[src/rtl/spi_slave_egress_mlane.sv]
// SPI slave egress serialiser: pops bytes from a first-word-fall-through FIFO and shifts
// them out on 1, 2 or 4 MISO lanes, filling gaps with IDLE bytes and optionally framing bursts.
module spi_slave_egress_mlane #(
  parameter int unsigned LANES        = 2,
  parameter bit          MSB_FIRST    = 1'b0,
  parameter logic [7:0]  IDLE_VALUE   = 8'h3D,
  parameter bit          HEADER_EN    = 1'b0,
  parameter logic [7:0]  HEADER_VALUE = 8'hA0,
  parameter int unsigned MAX_BURST    = 0,
  parameter int unsigned COUNT_W      = 16
) (
  input  logic               spi_clk,
  input  logic               resn,
  input  logic               spi_csn,
  output logic [LANES-1:0]   spi_miso,
  input  logic               fifo_empty,
  input  logic [7:0]         fifo_data,
  output logic               fifo_shift_out,
  output logic               busy,
  output logic [COUNT_W-1:0] byte_count,
  output logic [1:0]         dbg_state
);

  localparam int unsigned BEATS   = 8 / LANES;
  localparam int unsigned BEAT_W  = (BEATS > 1) ? $clog2(BEATS) : 1;
  localparam int unsigned BURST_W = (MAX_BURST > 0) ? $clog2(MAX_BURST + 1) : 1;
  localparam logic [BEAT_W-1:0]  LAST_BEAT = BEAT_W'(BEATS - 1);
  localparam logic [BURST_W-1:0] BURST_CAP = BURST_W'(MAX_BURST);

  generate
    if (LANES != 1 && LANES != 2 && LANES != 4) begin : g_bad_lanes
      $error("spi_slave_egress_mlane: LANES must be 1, 2 or 4");
    end
  endgenerate

  typedef enum logic [1:0] {
    ST_WAIT   = 2'd0,
    ST_IDLE   = 2'd1,
    ST_HEADER = 2'd2,
    ST_DATA   = 2'd3
  } state_t;

  state_t               state_q, state_d;
  logic [7:0]           sr_q, sr_d;
  logic [BEAT_W-1:0]    beat_q, beat_d;
  logic [BURST_W-1:0]   burst_q, burst_d;
  logic                 pop_q, pop_d;
  logic                 busy_q, busy_d;
  logic [COUNT_W-1:0]   count_q, count_d;
  logic                 clr_n;
  logic                 last_beat;
  logic                 take;
  logic [7:0]           sr_shift;

  // Chip-select high clears the frame exactly like reset does.
  assign clr_n     = resn & ~spi_csn;
  assign last_beat = (beat_q == LAST_BEAT);

  // Handshake: fifo_data is consumed only when fifo_empty is low on a last-beat edge;
  // fifo_shift_out is then high for the following cycle and the FIFO drops its head
  // on the next spi_clk edge that sees it high.
  always_comb begin
    state_d  = state_q;
    sr_d     = sr_q;
    beat_d   = beat_q;
    burst_d  = burst_q;
    count_d  = count_q;
    pop_d    = 1'b0;
    take     = 1'b0;
    sr_shift = MSB_FIRST ? (sr_q << LANES) : (sr_q >> LANES);

    if (state_q == ST_WAIT) begin
      state_d = ST_IDLE;
    end else if (!last_beat) begin
      beat_d = beat_q + BEAT_W'(1);
      sr_d   = sr_shift;
    end else begin
      beat_d = '0;
      sr_d   = IDLE_VALUE;
      case (state_q)
        ST_IDLE: begin
          if (!fifo_empty) begin
            if (HEADER_EN) begin
              sr_d    = HEADER_VALUE;
              state_d = ST_HEADER;
            end else begin
              take = 1'b1;
            end
          end
        end
        ST_HEADER: begin
          if (!fifo_empty) take = 1'b1;
          else state_d = ST_IDLE;
        end
        ST_DATA: begin
          if (!fifo_empty && (MAX_BURST == 0 || burst_q < BURST_CAP)) begin
            take = 1'b1;
          end else begin
            state_d = ST_IDLE;
            burst_d = '0;
          end
        end
        default: state_d = ST_WAIT;
      endcase

      if (take) begin
        sr_d    = fifo_data;
        pop_d   = 1'b1;
        state_d = ST_DATA;
        burst_d = (state_q == ST_DATA) ? burst_q + BURST_W'(1) : BURST_W'(1);
        if (count_q != '1) count_d = count_q + COUNT_W'(1);
      end
    end

    busy_d = (state_d == ST_HEADER) || (state_d == ST_DATA);
  end

  always_ff @(posedge spi_clk or negedge clr_n) begin
    if (!clr_n) begin
      state_q <= ST_WAIT;
      sr_q    <= IDLE_VALUE;
      beat_q  <= '0;
      burst_q <= '0;
      pop_q   <= 1'b0;
      busy_q  <= 1'b0;
      count_q <= '0;
    end else begin
      state_q <= state_d;
      sr_q    <= sr_d;
      beat_q  <= beat_d;
      burst_q <= burst_d;
      pop_q   <= pop_d;
      busy_q  <= busy_d;
      count_q <= count_d;
    end
  end

  always_comb begin
    spi_miso = '0;
    if (!spi_csn) spi_miso = MSB_FIRST ? sr_q[7 -: LANES] : sr_q[LANES-1:0];
  end

  assign fifo_shift_out = pop_q;
  assign busy           = busy_q;
  assign byte_count     = count_q;
  assign dbg_state      = state_q;

endmodule

[config.mk]
export PLATFORM = sky130hd
export DESIGN_NAME = spi_slave_egress_mlane
export DESIGN_NICKNAME = d
export VERILOG_FILES = /design/src/rtl/spi_slave_egress_mlane.sv
export SDC_FILE = /design/constraint.sdc
export NUM_CORES = 1
export LEC_CHECK = 0
export ABC_AREA = 1
export ABC_CLOCK_PERIOD_IN_PS = 4300
export CAP_MARGIN = 15
export CELL_PAD_IN_SITES_DETAIL_PLACEMENT = 1
export CELL_PAD_IN_SITES_GLOBAL_PLACEMENT = 1
export CORE_MARGIN = 2
export CORE_UTILIZATION = 40
export CTS_CLUSTER_SIZE = 24
export DETAILED_ROUTE_END_ITERATION = 12
export GPL_TIMING_DRIVEN = 0
export PLACE_DENSITY = 0.91
export SLEW_MARGIN = 25
export SYNTH_ARGS = -nofsm -noshare
export SYNTH_HDL_FRONTEND = slang
export SYNTH_SLANG_ARGS = --single-unit
export TNS_END_PERCENT = 20
[constraint.sdc]
create_clock -name spi_clk -period 4.3 [get_ports spi_clk]
set_input_delay 0.645 -clock spi_clk [delete_from_list [all_inputs] [get_ports spi_clk]]
set_output_delay 0.645 -clock spi_clk [all_outputs]
set_load 0.02 [all_outputs]
==> impl_results.md, run 1 <==
- Power Dens Cells: 374 nW/um^2
- Pins Over Slew Limit: 0
- Final wirelength: slightly above 4 mm
- CTS Sinks: 30
- Asr flop ratio synth: 1.00
- Largest cells by area after synthesis: dfrtp_1 38%, nand2_1 15%, dfstp_2 8.0%, inv_1 4.3%, xor2_1 4.3%
- Worst r2r path cells: 9
- Hold-fix buffers, CTS: 0
- I/O Buffers: 33
- CTS root buf: clkbuf_8
- Clock Path Buffers: 2
- ANT cells: 0
- Reg2Reg Setup Slack: 2.65 ns
- Setup TNS: 0 ns
- Hold-critical path depth: 2
- Clock share of power: 0.295
- Period utilization: 0.585
- CP endpoint kind: primary output
- Htree depth: 2
- CTS tree: built
- Largest net degree at the start of global routing: 23
- Minimum clock period: around 2.5 ns
- Post-route setup slack: between 1.5 and 2 ns
- Clk_lat worst skew: between 0.2 and 0.3 ns
- Post-synth EDFFs: 0
- WP data arrival: ~1.9 ns
- Sw power: between 0.0002 and 0.0003 W
- Setup bufs post-CTS: 0
- Num CTS Buffers: 5
- Crit path kind: in2out
- Initial antenna violation count: 0
- Layout Skew: 0.00519 ns
- Outcome: complete, no violations
- Design Power: just over 0.0008 W
- Net Sw Frac: 0.331
- Vias: approximately 1400
- Setup Slack @ Placement: 1.77 ns
- Syn_nets: 212
- Register area share after synthesis: 0.461
- Hold Crit Class: reg2reg
- Post-Syn Area: 1640 sq um
- Synth-to-layout area growth: 31.8%
- Worst Max-Slew Pin Slew: 0.334 ns
- Die footprint: about 4600 sq um
- I/O pins: 34
- Syn_area_per_cell: between 8 and 9 sq um
- Starting DRT DRC Count: 64
- Critical Path RT: 3.65 ns
- Yosys warning count: 0
- Gr ovfl total: 0
- Setup violators final: 0
- Die height: between 60 and 70 um
- Gr usage total: 0.204
- Area leader, netlist: dfrtp_1
- Footprint of the multi-input gates: just under 800 sq um
- Yosys top cell area share: 0.381
- Final Wtd Congestion: approximately 0.9
- Nets@finish: around 250
- Share of layout cells above drive strength 1: 0.179
- Reg area: 757 sq um
- Final ANT Viol Nets: 0
- Residual DRC: 0
- Syn Inst Count: between 150 and 200
- Critical Path Start Type: input port
- DR WL/cell: between 10 and 15 um
- Post-cts gate resize count: 0
- Layout filler cell count: 478
- RR Startpoint: byte_count[0]
- Combinational power share: 0.264
- Vias per inst: 4.96
- Reg clk slew, reported paths: roughly 0.07 ns
- Synth cell types: 28
- Synth Flop Type: dfrtp_1
- Seq cells post-synth: 30
- Hpwl dp: 3.00 mm
- Seq pwr share: 0.441
- Hold Slack: 0.492 ns
- Vias in the first global route: ~1500
- Worst slew margin: 0.777
- Final Hold Viols: 0
- WHS Endpoint: beat_q[1]
- Worst Hold Launch: beat_q[1]
- Initial Util: 0.414
- Crit path max fanout: 3
- # rows: 23
- Leakage dissipation: 0.969 nW
- P_int: between 0.0005 and 0.0006 W
- RSZ-0062 raised after global routing: no
- R2R Path End: byte_count[14]
- First-pass GRT wire length: 6.91 mm
- Peak VDD IR: 179 uV
- Max frequency: ~400 MHz
- Die W: ~68 um
- Core area: slightly below 4000 sq um
- TritonRoute pass-1 iters: 4
- Max_cap viols: 0
-- cell type report --
class                      count  share of cell area
clock buffer                   6              0.0381
inverter                      20              0.0347
tap                           50              0.0289
sequential                    30               0.350
multi-input combinational    144               0.362
clock inverter                 2             0.00578
buffer                         4              0.0162
timing repair buffer          34               0.165
-- cells in the mapped netlist (2+ instances only) --
master	count
a21oi_1	2
a22o_1	2
buf_6	2
dfrtp_1	25
dfstp_2	5
ha_1	2
inv_1	19
nand2_1	66
nand2_2	8
nand2_4	2
nand3_1	6
nand4_1	5
nor2_1	15
nor2_2	3
nor2_4	2
o21ai_0	7
o21ai_2	6
o221ai_1	2
o22ai_1	3
xor2_1	8
-- stage by stage --
step	std cells	area [sq um]	utilization
2_1_floorplan	198	1640	-
3_3_place_gp	281	2040	0.513
3_5_place_dp	282	2070	0.521
4_1_cts	290	2170	0.545
5_1_grt	290	2170	0.545
6_report	290	2170	0.545
-- worst max path at each step --
| stage | start | endpoint | slack, ns | depth (start not counted) |
|---|---|---|---|---|
| 2_1_floorplan | resn | beat_q[0] | 2.01 | 2 |
| 3_3_place_gp | resn | byte_count[3] | 0.68 | 3 |
| 3_5_place_dp | spi_csn | spi_miso[1] | 1.77 | 3 |
| 4_1_cts | spi_csn | spi_miso[1] | 1.77 | 3 |
| 5_1_grt | spi_csn | spi_miso[0] | 1.73 | 3 |
| 6_report | spi_csn | spi_miso[1] | 1.78 | 3 |
-- per-layer routing --
metal	wire length [um]	track usage
met5	0	0
met2	2070	0.345
met1	1930	0.259
met3	83	0.0296
met4	77	0.0900
-- flip-flops by register name (all words and copies together), names as in the netlist --
register / cells
busy: 1
dbg_state: 2
beat_q: 2
byte_count: 16
fifo_shift_out: 1
sr_q: 8
-- cells by family (layout without fill, tap and decap cells) --
group | count (synthesis) | in the layout | synth area share
DFF | 30 | 30 | 0.461
AOI/OAI and AO/OA | 24 | 24 | 0.0998
adders and majority gates | 2 | 2 | 0.0152
and+or+nand+nor | 110 | 110 | 0.315
xor gates and xnor gates | 8 | 8 | 0.0427
buffers and inverters | 24 | 66 | 0.0670
-- power by group through the flow --
stage	logic (W)	registers, W	clock network (W)
after floorplan	0.0000886	0.000389	0
after CTS	0.000217	0.000357	0.000246
final	0.000214	0.000357	0.000239
after detailed placement	0.000214	0.000362	0
after global routing	0.000235	0.000363	0.000259
after global placement	0.000205	0.000361	0
-- worst max-delay path, stage by stage --
cell             delay [ns]
clkdlybuf4s50_1        0.48
nor2_1                 0.13
clkdlybuf4s50_1        0.61
-- cells in the final DEF, fill, tap and decap left out --
cell / n
clkdlybuf4s50_1: 33
ha_1: 2
buf_16: 1
a22o_1: 2
o221ai_1: 2
clkinvlp_4: 1
nand3b_1: 1
nor2_1: 14
buf_4: 1
clkbuf_8: 6
inv_1: 19
nand3_2: 1
nand3_1: 6
inv_2: 1
o22ai_1: 3
o21ai_0: 7
a21oi_1: 2
dfstp_2: 5
nand2_2: 8
nor2_8: 1
o21ai_2: 6
o21a_1: 1
nand4_1: 5
nor2_2: 3
buf_2: 1
nor2_4: 3
nand2_4: 2
xor2_1: 8
buf_6: 2
nand2_1: 66
dfrtp_1: 25
clkinv_2: 1
o21ai_1: 1
Power figures use the tool's default switching activity.
==> inputs of run 2 (changes only) <==
- ABC_CLOCK_PERIOD_IN_PS: 4300 -> 2200
- CORE_UTILIZATION: 40 -> 34
- PLACE_DENSITY: 0.91 -> 0.83
- clock period: 4.3 -> 2.2 ns (I/O delays scaled with it)
==> run 2 against run 1 <==
- power up 96%
- clock-buffer cell count unchanged
- register-to-register slack worse by 2.1 ns
- global-route usage down 3.0 points
- sequential share of layout area down 0.081 points
- largest power group unchanged
==> impl_results.md, run 2 (synthesis results as in run 1) <==
- Worst slew margin: 0.728 (-0.0493)
- Leakage dissipation: 0.969 nW (unchanged)
- Die height: 73.5 um (+8.0%)
- Nets@finish: 253 (unchanged)
- Post-cts gate resize count: 0 (unchanged)
- Setup Slack @ Placement: 0.286 ns (-1.48 ns)
- WP data arrival: 1.57 ns (-0.30 ns)
- CTS root buf: clkbuf_8
- Worst Max-Slew Pin Slew: 0.407 ns (+0.0738 ns)
- Worst Setup EP: spi_miso[0]
- Commonest non-fill, non-tap cell in the layout: nand2_1
- Gr ovfl total: 0 (unchanged)
- Critical Path RT: 1.87 ns (-1.78 ns)
- Worst r2r path cells: 9 (unchanged)
- Outcome: complete, no violations
- Most frequent cells in the layout: 66 x nand2_1, 33 x clkdlybuf4s50_1, 25 x dfrtp_1
- Reg2Reg Setup Slack: 0.58 ns (-2.07 ns)
- TritonRoute pass-1 iters: 4 (unchanged)
- Crit path max fanout: 3 (unchanged)
- Num CTS Buffers: 5 (unchanged)
- RR Startpoint: byte_count[0]
- Reg clk slew, reported paths: 0.07 ns (about the same)
- Critical Path Start Type: input port
- Placed Instances: 286 (+1.4%)
- Synth-to-layout area growth: 32.1%
- Hold Crit Class: in2async
- Post-route setup slack: 0.302 ns (-1.48 ns)
- Die W: 73.5 um (+8.0%)
- Max_cap viols: 0 (unchanged)
- Share of layout cells above drive strength 1: 0.179 (unchanged)
- Final wirelength: 4.08 mm (-1.8%)
- Final Wtd Congestion: 0.782 (-11%)
- Vias in the first global route: 1494 (+1.8%)
- RSZ-0062 raised after global routing: no
- Largest net degree at the start of global routing: 21 (-8.7%)
- I/O Buffers: 33 (unchanged)
- Vias: 1455 (+1.2%)
- CTS tree: built
- R2R Path End: byte_count[14]
- Initial antenna violation count: 0 (unchanged)
- Htree depth: 2 (unchanged)
- Die footprint: 5400 sq um (+17%)
- Crit path kind: in2out
- Final std cells w/o fill: 294 (+1.4%)
- Post-route cell area: 2170 sq um (+0.23%)
- ANT cells: 0 (unchanged)
- Hpwl dp: 3.14 mm (+4.7%)
- Period utilization: 0.863
- DR WL/cell: 13.9 um (-3.1%)
- Peak VDD IR: 282 uV (+57%)
- Hold-fix buffers, CTS: 0 (unchanged)
- Clock Path Buffers: 2 (unchanged)
- First-pass GRT wire length: 7.15 mm (+3.4%)
- Gr usage total: 0.175 (-0.0296)
- Residual DRC: 0 (unchanged)
- CTS Sinks: 30 (unchanged)
- Setup bufs post-CTS: 0 (unchanged)
- I/O pins: 34 (unchanged)
- Footprint of the multi-input gates: 783 sq um (unchanged)
- Layout filler cell count: 567 (+19%)
- CP endpoint kind: primary output
- Largest register FFs: 16 (unchanged)
- Minimum clock period: 1.90 ns
- Max frequency: ~530 MHz
- Layout Skew: 0.00684 ns (+0.00165 ns)
- Vias per inst: 4.95 (-0.19%)
- Pins Over Slew Limit: 0 (unchanged)
- Final ANT Viol Nets: 0 (unchanged)
- Worst setup path startpoint: spi_csn
- Final Hold Viols: 0 (unchanged)
- Core area: 4690 sq um (+18%)
- Setup violators final: 0 (unchanged)
- Placed cell area: 2080 sq um (+0.24%)
- Starting DRT DRC Count: 74 (+16%)
- Initial Util: 0.350 (-0.0635)
- Clk_lat worst skew: 0.28 ns (about the same)
- Reg area: 757 sq um (unchanged)
- Power Dens Cells: 730 nW/um^2 (+95%)
- # rows: 25 (+8.7%)
[run 2: cell counts in the layout (fill, tap and decap cells not counted)]
No cell type changed its count.
[run 2: per-stage QoR]
step	setup TNS [ns]	total power [W]	util	hold slack [ns]
2_1_floorplan	0	0.000933	-	0.453
3_3_place_gp	-31.00	0.00111	0.435	0.472
3_5_place_dp	0	0.00113	0.442	0.484
4_1_cts	0	0.00160	0.463	0.467
5_1_grt	0	0.00167	0.463	0.507
6_report	0	0.00158	0.463	0.456
[run 2: area by class of cell]
cell class                      count  share of cell area
Buffer                              4              0.0161
Clock buffer                        6              0.0380
Clock inverter                      2             0.00576
Inverter                           20              0.0346
Multi-Input combinational cell    144               0.361
Sequential cell                    30               0.349
Tap cell                           54              0.0311
Timing Repair Buffer               34               0.165
[run 2: how the worst min path moves through the flow]
stage | depth (start not counted) | from | to | slack (ns)
5_1_grt | 3 | resn | byte_count[10] | 0.51
2_1_floorplan | 2 | beat_q[1] | beat_q[1] | 0.45
3_5_place_dp | 2 | beat_q[1] | beat_q[1] | 0.48
4_1_cts | 3 | resn | byte_count[4] | 0.47
6_report | 3 | resn | byte_count[8] | 0.46
3_3_place_gp | 2 | beat_q[1] | beat_q[1] | 0.47
[run 2: where the power goes]
part	switching, W	internal [W]	leakage (nW)	total, W
Clock	0.000216	0.000251	0.0472	0.000467
Sequential	0.0000853	0.000616	0.376	0.000701
Combinational	0.000224	0.000192	0.546	0.000416
Total	0.000525	0.00106	0.969	0.00158
[run 2: metal layers]
| metal | vias to the layer above | global-route usage | part of all wire |
|---|---|---|---|
| met3 | 7 | 0.0384 | 0.040 |
| li1 | 713 | - | - |
| met1 | 717 | 0.224 | 0.44 |
| met2 | 18 | 0.290 | 0.51 |
| met4 | 0 | 0.0606 | 0.015 |
| met5 | - | 0 | 0 |
[run 2: critical path, cell delays in order]
cell,delay [ns]
clkdlybuf4s50_1,0.48
nor2_1,0.14
clkdlybuf4s50_1,0.61
